File: src/rtl/pic_axi_lite_prio_pkg.sv
// Shared constants and types for the priority interrupt controller:
// CSR offsets, AXI response codes, priority type and channel state encodings.
package pic_axi_lite_prio_pkg;

  localparam int unsigned PRIO_W = 3;
  typedef logic [PRIO_W-1:0] prio_t;

  localparam logic [11:0] CSR_CTRL      = 12'h000;
  localparam logic [11:0] CSR_ENABLE    = 12'h004;
  localparam logic [11:0] CSR_MODE      = 12'h008;
  localparam logic [11:0] CSR_PENDING   = 12'h00C;
  localparam logic [11:0] CSR_THRESHOLD = 12'h010;
  localparam logic [11:0] CSR_CLAIM     = 12'h014;
  localparam logic [11:0] CSR_INSERVICE = 12'h018;
  localparam logic [11:0] CSR_PRIO_BASE = 12'h100;

  localparam logic [1:0] RESP_OKAY   = 2'b00;
  localparam logic [1:0] RESP_SLVERR = 2'b10;

  typedef enum logic [1:0] {W_IDLE, W_ACK, W_RESP} wr_state_e;
  typedef enum logic [1:0] {R_IDLE, R_ACK, R_DATA} rd_state_e;

endpackage

File: src/rtl/pic_prio_arbiter.sv
// Picks the highest-priority eligible source (lowest index on ties) and
// registers its id (index+1, 0 = none) together with a valid flag.
module pic_prio_arbiter #(
  parameter int unsigned NUM_IRQ = 16,
  parameter int unsigned PRIO_W  = 3,
  parameter int unsigned ID_W    = 5
) (
  input  logic                      aclk,
  input  logic                      areset,
  input  logic [NUM_IRQ-1:0]        eligible,
  input  logic [NUM_IRQ*PRIO_W-1:0] prio,
  output logic [ID_W-1:0]           winner_id,
  output logic                      winner_valid
);

  logic [PRIO_W-1:0] best_prio;
  logic [ID_W-1:0]   best_id;
  logic              found;

  // Strict greater-than keeps the earlier (lower) index on equal priority.
  always_comb begin
    best_prio = '0;
    best_id   = '0;
    found     = 1'b0;
    for (int unsigned i = 0; i < NUM_IRQ; i++) begin
      if (eligible[i] && (!found || prio[i*PRIO_W +: PRIO_W] > best_prio)) begin
        best_prio = prio[i*PRIO_W +: PRIO_W];
        best_id   = ID_W'(i + 1);
        found     = 1'b1;
      end
    end
  end

  always_ff @(posedge aclk) begin
    if (areset) begin
      winner_id    <= '0;
      winner_valid <= 1'b0;
    end else begin
      winner_id    <= best_id;
      winner_valid <= found;
    end
  end

endmodule

File: src/rtl/pic_axi_lite_prio.sv
// AXI4-Lite priority interrupt controller with claim/complete protocol.
// Define PIC_IRQ_SYNC_EN to pass irq through a 2-flop synchroniser.
module pic_axi_lite_prio #(
  parameter int unsigned NUM_IRQ = 16,
  parameter int unsigned PRIO_W  = pic_axi_lite_prio_pkg::PRIO_W
) (
  input  logic               aclk,
  input  logic               areset,
  input  logic [31:0]        s_axi_lite_awaddr,
  input  logic               s_axi_lite_awvalid,
  output logic               s_axi_lite_awready,
  input  logic [31:0]        s_axi_lite_wdata,
  input  logic               s_axi_lite_wvalid,
  output logic               s_axi_lite_wready,
  output logic [1:0]         s_axi_lite_bresp,
  output logic               s_axi_lite_bvalid,
  input  logic               s_axi_lite_bready,
  input  logic [31:0]        s_axi_lite_araddr,
  input  logic               s_axi_lite_arvalid,
  output logic               s_axi_lite_arready,
  output logic [31:0]        s_axi_lite_rdata,
  output logic [1:0]         s_axi_lite_rresp,
  output logic               s_axi_lite_rvalid,
  input  logic               s_axi_lite_rready,
  input  logic [NUM_IRQ-1:0] irq,
  output logic               interrupt
);
  import pic_axi_lite_prio_pkg::*;

  localparam int unsigned ID_W = $clog2(NUM_IRQ + 1);

  wr_state_e wstate_q, wstate_n;
  rd_state_e rstate_q, rstate_n;

  logic                      ctrl_en_q;
  logic [NUM_IRQ-1:0]        enable_q, mode_q, pending_q, inservice_q, irq_q;
  logic [NUM_IRQ-1:0]        pending_n, inservice_n, eligible, irq_s, irq_rise;
  logic [NUM_IRQ-1:0]        w1c_mask, complete_mask, claim_mask;
  logic [PRIO_W-1:0]         thresh_q;
  logic [NUM_IRQ*PRIO_W-1:0] prio_q;
  logic [ID_W-1:0]           winner_id, claim_id;
  logic                      winner_valid;
  logic                      do_write, do_read, wr_ok;
  logic [31:0]               rd_data, rdata_q;
  logic [1:0]                rd_resp, rresp_q, bresp_q;
  logic [11:0]               waddr, raddr;
  logic                      unused_addr_bits;

  assign waddr            = s_axi_lite_awaddr[11:0];
  assign raddr            = s_axi_lite_araddr[11:0];
  assign unused_addr_bits = ^{s_axi_lite_awaddr[31:12], s_axi_lite_araddr[31:12]};

  function automatic logic [11:0] prio_addr(input int unsigned idx);
    return CSR_PRIO_BASE + 12'(idx * 4);
  endfunction

`ifdef PIC_IRQ_SYNC_EN
  logic [NUM_IRQ-1:0] sync1_q, sync2_q;
  always_ff @(posedge aclk) begin
    if (areset) begin
      sync1_q <= '0;
      sync2_q <= '0;
    end else begin
      sync1_q <= irq;
      sync2_q <= sync1_q;
    end
  end
  assign irq_s = sync2_q;
`else
  assign irq_s = irq;
`endif

  // Channel state registers
  always_ff @(posedge aclk) begin
    if (areset) begin
      wstate_q <= W_IDLE;
      rstate_q <= R_IDLE;
    end else begin
      wstate_q <= wstate_n;
      rstate_q <= rstate_n;
    end
  end

  always_comb begin
    wstate_n = wstate_q;
    case (wstate_q)
      W_IDLE:  if (s_axi_lite_awvalid && s_axi_lite_wvalid) wstate_n = W_ACK;
      W_ACK:   wstate_n = (s_axi_lite_awvalid && s_axi_lite_wvalid) ? W_RESP : W_IDLE;
      W_RESP:  if (s_axi_lite_bready) wstate_n = W_IDLE;
      default: wstate_n = W_IDLE;
    endcase
    rstate_n = rstate_q;
    case (rstate_q)
      R_IDLE:  if (s_axi_lite_arvalid) rstate_n = R_ACK;
      R_ACK:   rstate_n = s_axi_lite_arvalid ? R_DATA : R_IDLE;
      R_DATA:  if (s_axi_lite_rready) rstate_n = R_IDLE;
      default: rstate_n = R_IDLE;
    endcase
  end

  always_comb begin
    s_axi_lite_awready = (wstate_q == W_ACK);
    s_axi_lite_wready  = (wstate_q == W_ACK);
    s_axi_lite_bvalid  = (wstate_q == W_RESP);
    s_axi_lite_arready = (rstate_q == R_ACK);
    s_axi_lite_rvalid  = (rstate_q == R_DATA);
    s_axi_lite_bresp   = bresp_q;
    s_axi_lite_rdata   = rdata_q;
    s_axi_lite_rresp   = rresp_q;
  end

  assign do_write = (wstate_q == W_ACK) && s_axi_lite_awvalid && s_axi_lite_wvalid;
  assign do_read  = (rstate_q == R_ACK) && s_axi_lite_arvalid;

  // Interrupt bookkeeping
  always_comb begin
    for (int unsigned i = 0; i < NUM_IRQ; i++) begin
      eligible[i] = ctrl_en_q && enable_q[i] && pending_q[i] && !inservice_q[i]
                    && (prio_q[i*PRIO_W +: PRIO_W] > thresh_q);
    end
  end

  always_comb begin
    w1c_mask      = '0;
    complete_mask = '0;
    claim_mask    = '0;
    claim_id      = '0;
    if (do_write && waddr == CSR_PENDING) w1c_mask = s_axi_lite_wdata[NUM_IRQ-1:0] & mode_q;
    for (int unsigned i = 0; i < NUM_IRQ; i++) begin
      if (do_write && waddr == CSR_CLAIM && s_axi_lite_wdata == 32'(i + 1)) complete_mask[i] = 1'b1;
      // The winner is a cycle old, so re-check it is still eligible before claiming.
      if (do_read && raddr == CSR_CLAIM && winner_valid && winner_id == ID_W'(i + 1) && eligible[i]) begin
        claim_mask[i] = 1'b1;
        claim_id      = winner_id;
      end
    end
  end

  assign irq_rise    = irq_s & ~irq_q;
  assign pending_n   = (mode_q & ((pending_q & ~(w1c_mask | claim_mask)) | irq_rise))
                     | (~mode_q & irq_s & ~inservice_q);
  assign inservice_n = (inservice_q & ~complete_mask) | claim_mask;

  always_comb begin
    wr_ok = 1'b0;
    case (waddr)
      CSR_CTRL, CSR_ENABLE, CSR_MODE, CSR_PENDING,
      CSR_THRESHOLD, CSR_CLAIM, CSR_INSERVICE: wr_ok = 1'b1;
      default: for (int unsigned i = 0; i < NUM_IRQ; i++) if (waddr == prio_addr(i)) wr_ok = 1'b1;
    endcase
  end

  always_comb begin
    rd_data = '0;
    rd_resp = RESP_OKAY;
    case (raddr)
      CSR_CTRL:      rd_data[0]           = ctrl_en_q;
      CSR_ENABLE:    rd_data[NUM_IRQ-1:0] = enable_q;
      CSR_MODE:      rd_data[NUM_IRQ-1:0] = mode_q;
      CSR_PENDING:   rd_data[NUM_IRQ-1:0] = pending_q;
      CSR_THRESHOLD: rd_data[PRIO_W-1:0]  = thresh_q;
      CSR_CLAIM:     rd_data[ID_W-1:0]    = claim_id;
      CSR_INSERVICE: rd_data[NUM_IRQ-1:0] = inservice_q;
      default: begin
        rd_resp = RESP_SLVERR;
        for (int unsigned i = 0; i < NUM_IRQ; i++) begin
          if (raddr == prio_addr(i)) begin
            rd_data[PRIO_W-1:0] = prio_q[i*PRIO_W +: PRIO_W];
            rd_resp             = RESP_OKAY;
          end
        end
      end
    endcase
  end

  always_ff @(posedge aclk) begin
    if (areset) begin
      ctrl_en_q   <= 1'b0;
      enable_q    <= '0;
      mode_q      <= '0;
      pending_q   <= '0;
      inservice_q <= '0;
      irq_q       <= '0;
      thresh_q    <= '0;
      prio_q      <= '0;
      bresp_q     <= RESP_OKAY;
      rdata_q     <= '0;
      rresp_q     <= RESP_OKAY;
    end else begin
      irq_q       <= irq_s;
      pending_q   <= pending_n;
      inservice_q <= inservice_n;
      if (do_write) begin
        bresp_q <= wr_ok ? RESP_OKAY : RESP_SLVERR;
        case (waddr)
          CSR_CTRL:      ctrl_en_q <= s_axi_lite_wdata[0];
          CSR_ENABLE:    enable_q  <= s_axi_lite_wdata[NUM_IRQ-1:0];
          CSR_MODE:      mode_q    <= s_axi_lite_wdata[NUM_IRQ-1:0];
          CSR_THRESHOLD: thresh_q  <= s_axi_lite_wdata[PRIO_W-1:0];
          default: ;
        endcase
        for (int unsigned i = 0; i < NUM_IRQ; i++) begin
          if (waddr == prio_addr(i)) prio_q[i*PRIO_W +: PRIO_W] <= s_axi_lite_wdata[PRIO_W-1:0];
        end
      end
      if (do_read) begin
        rdata_q <= rd_data;
        rresp_q <= rd_resp;
      end
    end
  end

  pic_prio_arbiter #(
    .NUM_IRQ (NUM_IRQ),
    .PRIO_W  (PRIO_W),
    .ID_W    (ID_W)
  ) u_arbiter (
    .aclk         (aclk),
    .areset       (areset),
    .eligible     (eligible),
    .prio         (prio_q),
    .winner_id    (winner_id),
    .winner_valid (winner_valid)
  );

  assign interrupt = winner_valid;

endmodule

File: config.mk
export PLATFORM = sky130hd
export DESIGN_NAME = pic_axi_lite_prio
export DESIGN_NICKNAME = d
export VERILOG_FILES = /design/src/rtl/pic_axi_lite_prio_pkg.sv /design/src/rtl/pic_prio_arbiter.sv /design/src/rtl/pic_axi_lite_prio.sv
export SDC_FILE = /design/constraint.sdc
export NUM_CORES = 1
export LEC_CHECK = 0
export ABC_AREA = 1
export BUFFER_PORTS_ARGS = -buffer_cell sky130_fd_sc_hd__buf_2
export CORE_MARGIN = 10
export CORE_UTILIZATION = 53
export CTS_CLUSTER_DIAMETER = 100
export CTS_CLUSTER_SIZE = 40
export DETAILED_ROUTE_END_ITERATION = 16
export PLACE_DENSITY = 0.79
export SLEW_MARGIN = 10
export SYNTH_ARGS = -nofsm -noshare
export SYNTH_HDL_FRONTEND = slang
export SYNTH_SLANG_ARGS = --single-unit
File: constraint.sdc
create_clock -name aclk -period 16 [get_ports aclk]
set_input_delay 2.4 -clock aclk [delete_from_list [all_inputs] [get_ports aclk]]
set_output_delay 2.4 -clock aclk [all_outputs]
set_load 0.02 [all_outputs]
Word-level counts from Yosys, hierarchy flattened --
Cells that the tools add are included.
Operators by class: reduce and logical (&&, ||, !) cells 210, bitwise operators 16, eq/ne operators 84, order comparisons 31, muxes and demuxes 159
Operators with widths (count):
- 12-bit by 9-bit == test with 1-bit output (second input constant) | 32
- 32-bit by 4-bit == test with 1-bit output (second input constant) | 8
- 1-bit logical AND | 135
- 32-bit by 3-bit == test with 1-bit output (second input constant) | 4
- 16-bit AND | 7
- 3-bit two-way mux | 35
- 3-bit > comparator | 31
- 5-bit two-way mux | 17
- 16-bit inverter | 5
- 12-bit by 5-bit == test with 1-bit output (second input constant) | 6
- 1-bit two-way mux | 66
- 32-bit by 2-bit == test with 1-bit output (second input constant) | 2
- 16-bit bitwise OR | 4
- 2-bit two-way mux | 26
- 12-bit by 4-bit == test with 1-bit output (second input constant) | 4
- 11-bit one-hot mux with 4 select lines | 1
- 2-bit AND reduction | 22
- 5-bit by 4-bit == test with 1-bit output (second input constant) | 8
- 32-bit by 1-bit == test with 1-bit output (second input constant) | 1
- 32-bit by 5-bit == test with 1-bit output (second input constant) | 1
- 4-bit two-way mux | 8
- 1-bit zero test | 31
- 12-bit by 3-bit == test with 1-bit output (second input constant) | 2
- 12-bit zero test | 2
- other kinds (17) | 42
Word-level totals: input port bits 119, logic and storage cells 531, output and inout port bits 42, register bits 162

Depth between registers and ports, before layout --
Gate-level depths: netlist (run 1).
word-level depth 65, depth in mapped cells 148

Cells and area by module --
Synthesis (run 1) repeated with hierarchy kept, for this count alone.
Second synthesis, totals: cells, all modules 1685, area total of the unflattened synthesis 11252.0 um2
By module, submodules not included:
- pic_axi_lite_prio | instances 1, area each 9078.7 um2, cells each 1320
- pic_prio_arbiter | instances 1, area each 2173.3 um2, cells each 365

Least setup slack after synthesis (run 1) --
OpenSTA, ideal clock, no wires.
path type reg2reg, start register thresh_q[2], end register u_arbiter.winner_id[2], required time 15.944 ns, setup slack -0.064 ns, library setup time 0.056 ns, arrival 16.009 ns, buffers on the path 0, period minus slack after synthesis 16.064 ns, cell stages (with the launch flop) 138, cells stage by stage dfxtp_1 > inv_1 > ha_1 > nand3_1 > nand3_2 > nor2_4 > nand2_1 > ha_1 > a21oi_1 > nand2_1 > nand2_1 > nand2_2 > nand3_1 > nand2_1 > ha_1 > a21oi_1 > o21ai_0 > nand2_1 > [... 102 more ...] > nand3_1 > and2_1 > ha_1 > nand2_1 > o21ai_0 > nand2_1 > nand2_1 > nand2_1 > or2_2 > nand2_1 > ha_1 > a31oi_1 > a32oi_1 > o21ai_0 > nand2_1 > inv_1 > nand2_1 > inv_1
Between the ends: word-level cells in the longest chain between the ends 63, elaborated cells on any way between the ends 135, those cells by class order compare (31); mux (42); reduce/logical (62)
Ends and longest elaborated chain:
- start, declared | line pic_axi_lite_prio.sv:39 | logic [PRIO_W-1:0] thresh_q;
- start signal, assigned | line pic_axi_lite_prio.sv:199 | CSR_THRESHOLD: thresh_q <= s_axi_lite_wdata[PRIO_W-1:0];
- 3-bit > comparator | line pic_axi_lite_prio.sv:119 | && (prio_q[i*PRIO_W +: PRIO_W] > thresh_q);
- 1-bit logical AND | line pic_axi_lite_prio.sv:119
- 3-bit two-way mux / 1-bit two-way mux (equally long branches) | line pic_prio_arbiter.sv:26 | if (eligible[i] && (!found || prio[i*PRIO_W +: PRIO_W] > best_prio)) begin
- 3-bit > comparator / 1-bit zero test (equally long branches) | line pic_prio_arbiter.sv:26
- 1-bit logical OR | line pic_prio_arbiter.sv:26
- 1-bit logical AND | line pic_prio_arbiter.sv:26
- 3-bit two-way mux / 1-bit two-way mux (equally long branches) | line pic_prio_arbiter.sv:26
- 3-bit > comparator / 1-bit zero test (equally long branches) | line pic_prio_arbiter.sv:26
- [... 47 more ...]
- 3-bit > comparator / 1-bit zero test (equally long branches) | line pic_prio_arbiter.sv:26
- 1-bit logical OR | line pic_prio_arbiter.sv:26
- 1-bit logical AND | line pic_prio_arbiter.sv:26
- 3-bit two-way mux / 1-bit two-way mux (equally long branches) | line pic_prio_arbiter.sv:26
- 3-bit > comparator / 1-bit zero test (equally long branches) | line pic_prio_arbiter.sv:26
- 1-bit logical OR | line pic_prio_arbiter.sv:26
- 1-bit logical AND | line pic_prio_arbiter.sv:26
- 2-bit OR reduction (no source line)
- end signal, assigned | line pic_prio_arbiter.sv:39 | winner_id <= best_id;
- end, declared | line pic_prio_arbiter.sv:12 | output logic [ID_W-1:0] winner_id,
Parallel ways exist; a longest one is shown, timed or not. A chain may end at the register's enable or synchronous reset.

Final worst setup path (run 1) --
Same ends and word-level chain as after synthesis.

==> results of run 1 <==
## where the power goes
part	switching, W	leakage (nW)	internal, W
sequential	0.00000236	1.30	0.000403
clock	0.000194	0.273	0.000211
combinational	0.0000399	4.44	0.0000165
total	0.000236	6.01	0.000630
## layer usage
metal	track usage, %	wire, um	vias to the layer above
met4	13.1	1740	0
li1	-	-	5909
met3	6.22	4200	140
met5	0	0	-
met1	35.5	16000	5749
met2	45.4	18400	711
## critical path, delay by kind of cell (launching register included)
family	cells	cell delay (ps)
buf+inv	23	2170
simple gates	78	6420
fa+ha+maj	15	4100
flops	1	350
compound gates	28	3060
## worst max path at each step
stage	startpoint	endpoint	cells after the start
5_1_grt	thresh_q[2]	u_arbiter.winner_id[3]	147
6_report	thresh_q[2]	u_arbiter.winner_id[2]	144
3_5_place_dp	thresh_q[2]	u_arbiter.winner_id[0]	137
3_3_place_gp	thresh_q[2]	u_arbiter.winner_id[0]	137
4_1_cts	thresh_q[2]	u_arbiter.winner_id[0]	141
2_1_floorplan	thresh_q[2]	u_arbiter.winner_id[2]	141
## layout make-up
| type | instances | area, um2 |
|---|---|---|
| Clock buffer | 18 | 439 |
| Clock inverter | 14 | 138 |
| Fill cell | 1696 | 6540 |
| Inverter | 250 | 945 |
| Multi-Input combinational cell | 1163 | 7100 |
| Sequential cell | 160 | 3200 |
| Tap cell | 270 | 338 |
| Timing Repair Buffer | 236 | 1530 |
## logic make-up (layout without fill, tap and decap cells)
family / Yosys count / count (layout) / share of synthesized area (%)
simple gates: 648 / 648 / 28.0
compound gates: 411 / 411 / 21.2
buf+inv: 311 / 518 / 11.5
flops: 160 / 160 / 29.5
fa+ha+maj: 86 / 86 / 9.90
other cells: 1 / 18 / 0.0345
## sequential cells by signal (all words and copies together) (netlist names)
signal,cells
thresh_q,3
mode_q,16
ctrl_en_q,1
s_axi_lite_rdata,16
pending_q,16
u_arbiter.winner_id,5
s_axi_lite_bresp,1
rstate_q,2
s_axi_lite_rresp,1
enable_q,16
inservice_q,16
u_arbiter.winner_valid,1
irq_q,16
prio_q,48
wstate_q,2
## per-stage QoR
step | setup WS, ps | power [W] | TNS (ps) | hold WS, ps | area [um2]
global placement | -912 | 0.000467 | -4460 | 435 | 12300
detailed placement | -1630 | 0.000468 | -7680 | 450 | 12300
floorplan | 14.5 | 0.000448 | 0 | 420 | 11000
CTS | 8.61 | 0.000863 | 0 | 464 | 13100
finish | -166 | 0.000866 | -647 | 463 | 13700
global route | -1350 | 0.000886 | -6570 | 475 | 13700
## cells in the final DEF, fill, tap and decap left out, types with 4 or more instances in the layout
master / netlist / routed
a21oi_1: 146 / 140
inv_6: 0 / 4
ha_4: 0 / 17
buf_2: 0 / 102
nand3_2: 14 / 17
o21ai_2: 0 / 24
inv_8: 0 / 5
ha_1: 86 / 68
o211ai_1: 9 / 9
inv_1: 245 / 233
buf_6: 1 / 4
inv_2: 4 / 14
o311ai_0: 11 / 11
nand3_1: 107 / 100
nand2_4: 9 / 18
clkinvlp_4: 0 / 5
conb_1: 1 / 18
clkbuf_16: 0 / 17
nor3_1: 50 / 49
and2_4: 0 / 4
o21ai_1: 10 / 17
a221oi_1: 7 / 7
a211oi_1: 29 / 29
dfxtp_1: 160 / 159
o22ai_1: 23 / 23
a21oi_2: 0 / 4
nand3_4: 0 / 4
nor2_2: 2 / 7
o21ai_0: 159 / 126
nand4_1: 31 / 31
buf_4: 19 / 130
nor2_1: 145 / 140
nand2_2: 21 / 45
nor4_1: 17 / 16
nand2_1: 233 / 200
## timing repair
| action | CTS | global route |
|---|---|---|
| pin swaps | 40 | 118 |
| gates cloned | 0 | 0 |
| resized for setup | 71 | 97 |
| setup endpoints to repair | 5 | 5 |
| buffers inserted | 10 | 24 |
==> results.md, run 1 <==
* Status: finished, violations left
* Failing checks: negative setup slack
* Commonest cells post-synth: 245 x inv_1, 233 x nand2_1, 160 x dfxtp_1
* Core box area at 20,200 um2
* Post-CTS Hold Buffers at 0
* Post-synthesis register bit count at 160
* Cell Area, Synth at 10,900 um2
* Total number of vias at 12,500
* Path depth of the worst reg2reg path at 144
* CTS tree: done
* Peak supply drop at 77.5 uV
* Die X at 163 um
* Die ar. at 26,600 um2
* Final WS setup at -166 ps
* Reg-to-reg slack, setup at -170 ps
* Grt total ovfl at 0
* DP HPWL at 29,000 um
* Prevailing post-synth register cell: dfxtp_1
* Worst Setup Start Kind: flip-flop
* Setup crit end kind: flip-flop
* Starting Density at 53.7%
* Max-Slew Margin vs Limit at 37.9%
* WP data arrival at 16,550 ps
* # H-tree levels at 4
* Crit-path max cell delay at 350 ps
* Crit path time final at 16,170 ps
* Port bufs at 102
* Routed Antenna Nets at 0
* Top-count cell post-synth: inv_1
* First-pass GRT wire length at 60,200 um
* CP max FO at 6
* Post-layout util at 67.7%
* Final Hold Fails at 0
* Die height at 163 um
* CTS root buffer: clkbuf_16
* Library cells used by synthesis at 47
* Initial antenna violation count at 0
* Initial DRC Count at 1,476
* # setup viols final at 5
* Yosys top cell area share at 29.5%
* Gpl congestion at 1.04
* Post-synthesis cell count at 1,617
* Count of final max-slew check failures at 0
* Layout cells sized above 1 at 23.9%
* Period utilization at 101%
* Final Non-Filler Cells at 2,111
* Max Cap Viol at 0
* # clock sinks at 160
* Crit path max-delay cell type: dfxtp_2
* GRT Overall Usage at 28.3%
* Worst hold path type: flip-flop to flip-flop
* Most used cell, CP: nand2_2
* Drt total wl at 40,400 um
* Inserted Clock Buffers at 17
* WP data required at 16,390 ps
* CTS max path bufs at 2
* DR WL/cell at 19.1 um
* Hold Path Sink: s_axi_lite_rdata[8]
* Largest net degree at the start of global routing at 88
* Clk Latency, worst-skew pair at 440 ps
* FF-to-FF Start: thresh_q[2]
* Clk_skew at 6.92 ps
* RSZ-0062 raised after global routing: yes
* Ys Warns at 0
* Cells after DPL at 2,046
* Hold-critical path depth at 2
* Async SR Flop Fraction at 0%
* Post-synth EDFFs at 0
* Row cnt at 52
* Worst-Margin Slew at 932 ps
* Via-per-instance ratio at 5.93
* Io pins at 161
* RR Endpoint: u_arbiter.winner_id[2]
* Setup CP Type: flip-flop to flip-flop
* Main area contributors after synthesis: dfxtp_1 29%, ha_1 9.9%, inv_1 8.5%
* Achievable Freq at 0.0619 GHz
* Pre-antenna DRT Iters at 6
* PD cells at 63.2 nW/um2
* Mapped Avg Cell Area at 6.72 um2
* Seq/Total Area, Yosys at 29.5%
* Hold Path Origin: s_axi_lite_rdata[8]
* Post-route DRC at 0
* Antenna cells at 0
* Largest area contributor in the netlist: dfxtp_1
* Syn-to-layout area delta at 26.0%
* Clock transition at path regs at 70 ps
* Final nets at 2,033
* Pleak at 6.01 nW
* Via count of the first global-routing pass at 11,600
Note: power is estimated with default switching activity, not from simulation.
==> run 2: changes to the inputs <==
--- a/config.mk
+++ b/config.mk
@@ -7,12 +7,12 @@
 export LEC_CHECK = 0
 export ABC_AREA = 1
 export BUFFER_PORTS_ARGS = -buffer_cell sky130_fd_sc_hd__buf_2
-export CORE_MARGIN = 10
+export CORE_MARGIN = 5
 export CORE_UTILIZATION = 53
 export CTS_CLUSTER_DIAMETER = 100
 export CTS_CLUSTER_SIZE = 40
 export DETAILED_ROUTE_END_ITERATION = 16
-export PLACE_DENSITY = 0.79
+export PLACE_DENSITY = 0.75
 export SLEW_MARGIN = 10
 export SYNTH_ARGS = -nofsm -noshare
 export SYNTH_HDL_FRONTEND = slang
==> run 2 against run 1 <==
The flow still finishes with violations (negative setup slack). Worst hold slack lost 12 ps. Clock power shrank 1%. Global-route usage grew 2.7 points. Sequential power is essentially flat. Critical path type unchanged. Critical endpoint is now u_arbiter.winner_id[3].
==> results.md, run 2 (synthesis results as in run 1) <==
* WP data arrival at 16,630 ps (+80 ps)
* # clock sinks at 160 (unchanged)
* Final nets at 2,039 (+0.30%)
* CP bufs+invs at 20 (-13%)
* Inserted Clock Buffers at 17 (unchanged)
* Initial DRC Count at 1,164 (-21%)
* Worst Setup Start Kind: flip-flop
* Period utilization at 102% (+0.54 points)
* Die height at 153 um (-6.1%)
* Final WS setup at -252 ps (-86.0 ps)
* Register area at 3200 um2 (unchanged)
* Drt total wl at 39,200 um (-2.9%)
* Failing checks: negative setup slack
* Post-route DRC at 0 (unchanged)
* Cell depth of the worst setup path at 144 (unchanged)
* Via-per-instance ratio at 5.86 (-1.2%)
* Pint at 0.000636 W (+0.96%)
* Io pins at 161 (unchanged)
* Pleak at 6.07 nW (+1.0%)
* Max Cap Viol at 0 (unchanged)
* Largest net degree at the start of global routing at 88 (unchanged)
* Grt total ovfl at 0 (unchanged)
* Setup crit end kind: flip-flop
* Status: finished, violations left
* Starting Density at 53.7% (unchanged)
* CP max FO at 6 (unchanged)
* Total number of vias at 12,400 (-0.94%)
* DR WL/cell at 18.5 um (-3.1%)
* Biggest register: prio_q
* First-pass GRT wire length at 58,800 um (-2.4%)
* Path depth of the worst reg2reg path at 144 (unchanged)
* Routed Antenna Nets at 0 (unchanged)
* # H-tree levels at 4 (unchanged)
* Crit path time final at 16,250 ps (+86.0 ps)
* Max FFs per register at 48 (unchanged)
* Via count of the first global-routing pass at 11,400 (-1.9%)
* CTS max path bufs at 2 (unchanged)
* WP data required at 16,380 ps (about the same)
* Syn-to-layout area delta at 27.2%
* Peak supply drop at 71.3 uV (-8.0%)
* Initial antenna violation count at 0 (unchanged)
* CTS root buffer: clkbuf_16
* Commonest non-fill, non-tap cell in the layout: inv_1
* Place WS at -1490 ps (+147 ps)
* Hold-critical path depth at 1 (-1)
* Die X at 153 um (-6.1%)
* Post-Layout Inst Area at 13,800 um2 (+0.95%)
* Most used cell, CP: nand2_2
* Gpl congestion at 0.988 (-5.1%)
* Family with the most delay on the worst path: simple AND/OR/NAND/NOR gates
* Crit path max-delay cell type: dfxtp_2
* Post-CTS Hold Buffers at 0 (unchanged)
* Antenna cells at 0 (unchanged)
* Clk Latency, worst-skew pair at 440 ps (about the same)
* Achievable Freq at 0.0615 GHz (-0.53%)
* Psw at 0.000224 W (-5.2%)
* Worst hold path type: flip-flop to flip-flop
* Multi-input logic area at 7190 um2 (+1.3%)
* RSZ-0062 raised after global routing: yes
* Sw Share at 26.0% (-1.2 points)
* Core box area at 20,200 um2 (unchanged)
* Layout cells sized above 1 at 24.6% (+0.69 points)
* Count of final max-slew check failures at 0 (unchanged)
* Comb power frac at 6.4% (about the same)
* Clock power frac at 46.5% (-0.2 points)
* Fillers at 1,757 (+3.6%)
* Max-Slew Margin vs Limit at 37.6% (-0.25 points)
* Port bufs at 102 (unchanged)
* Die ar. at 23,500 um2 (-12%)
* CTS tree: done
* Setup CP Type: flip-flop to flip-flop
* Clock transition at path regs at 70 ps (about the same)
* Most frequent cells in the layout: 234 x inv_1, 193 x nand2_1, 159 x dfxtp_1
* Reg power frac at 47.1% (+0.3 points)
* Pre-antenna DRT Iters at 6 (unchanged)
* Worst-Margin Slew at 935 ps (+3.74 ps)
* DP HPWL at 28,300 um (-2.2%)
* Row cnt at 52 (unchanged)
* Cell Area, Placed at 12,300 um2 (unchanged)
* # setup viols final at 5 (unchanged)
* PD cells at 62.2 nW/um2 (-1.6%)
* Final Hold Fails at 0 (unchanged)
* GRT Overall Usage at 31.0% (+2.7 points)
* Clk_skew at 10.1 ps (+3.16 ps)
* Crit-path max cell delay at 350 ps (about the same)
-- run 2: cell types whose count changed in the layout (fill, tap and decap cells not counted), moves of 4 or more --
cell | previous run | this run
buf_6 | 4 | 9
nand2_1 | 200 | 193
nand2_4 | 18 | 25
o21ai_4 | 2 | 6
-- run 2: cell type report --
type / count / share of cell area, %
Multi-Input combinational cell: 1163 / 52.0
Clock inverter: 13 / 0.923
Clock buffer: 18 / 3.10
Inverter: 250 / 6.81
Tap cell: 270 / 2.44
Sequential cell: 160 / 23.2
Timing Repair Buffer: 242 / 11.5
-- run 2: layer usage --
layer | part of all wire [%] | global-route usage [%]
met2 | 46 | 50.5
met5 | 0 | 0
met1 | 40 | 39.7
met3 | 10 | 7.77
met4 | 3.8 | 11.8
-- run 2: final timing paths --
check	start	end	slack [ps]
worst min register to register	wstate_q[0]	wstate_q[0]	450
worst min-delay path	wstate_q[0]	wstate_q[0]	450
worst max-delay path	thresh_q[2]	u_arbiter.winner_id[3]	-250
worst max register to register	thresh_q[2]	u_arbiter.winner_id[3]	-250
-- run 2: timing repair --
item / 4_1_cts / 5_1_grt
resized for setup: 69 / 121
setup endpoints to repair: 5 / 5
buffers inserted: 9 / 30
pin swaps: 32 / 92
-- run 2: metrics by stage --
stage	power [W]	TNS, ps	hold WS, ps	utilization [%]	std cells
after CTS	0.000858	0	449	64.7	2086
after detailed placement	0.000468	-7290	439	60.6	2046
final	0.000860	-1180	451	68.3	2116
after floorplan	0.000448	0	420	-	1634
after global placement	0.000467	-4620	431	60.6	2046
after global routing	0.000883	-6010	457	68.3	2116
-- run 2: power by group through the flow --
stage	combinational (W)	sequential (W)	clock (W)
3_3_place_gp	0.0000524	0.000414	0
3_5_place_dp	0.0000536	0.000414	0
4_1_cts	0.0000539	0.000405	0.000399
5_1_grt	0.0000601	0.000405	0.000417
6_report	0.0000553	0.000405	0.000400
2_1_floorplan	0.0000339	0.000414	0
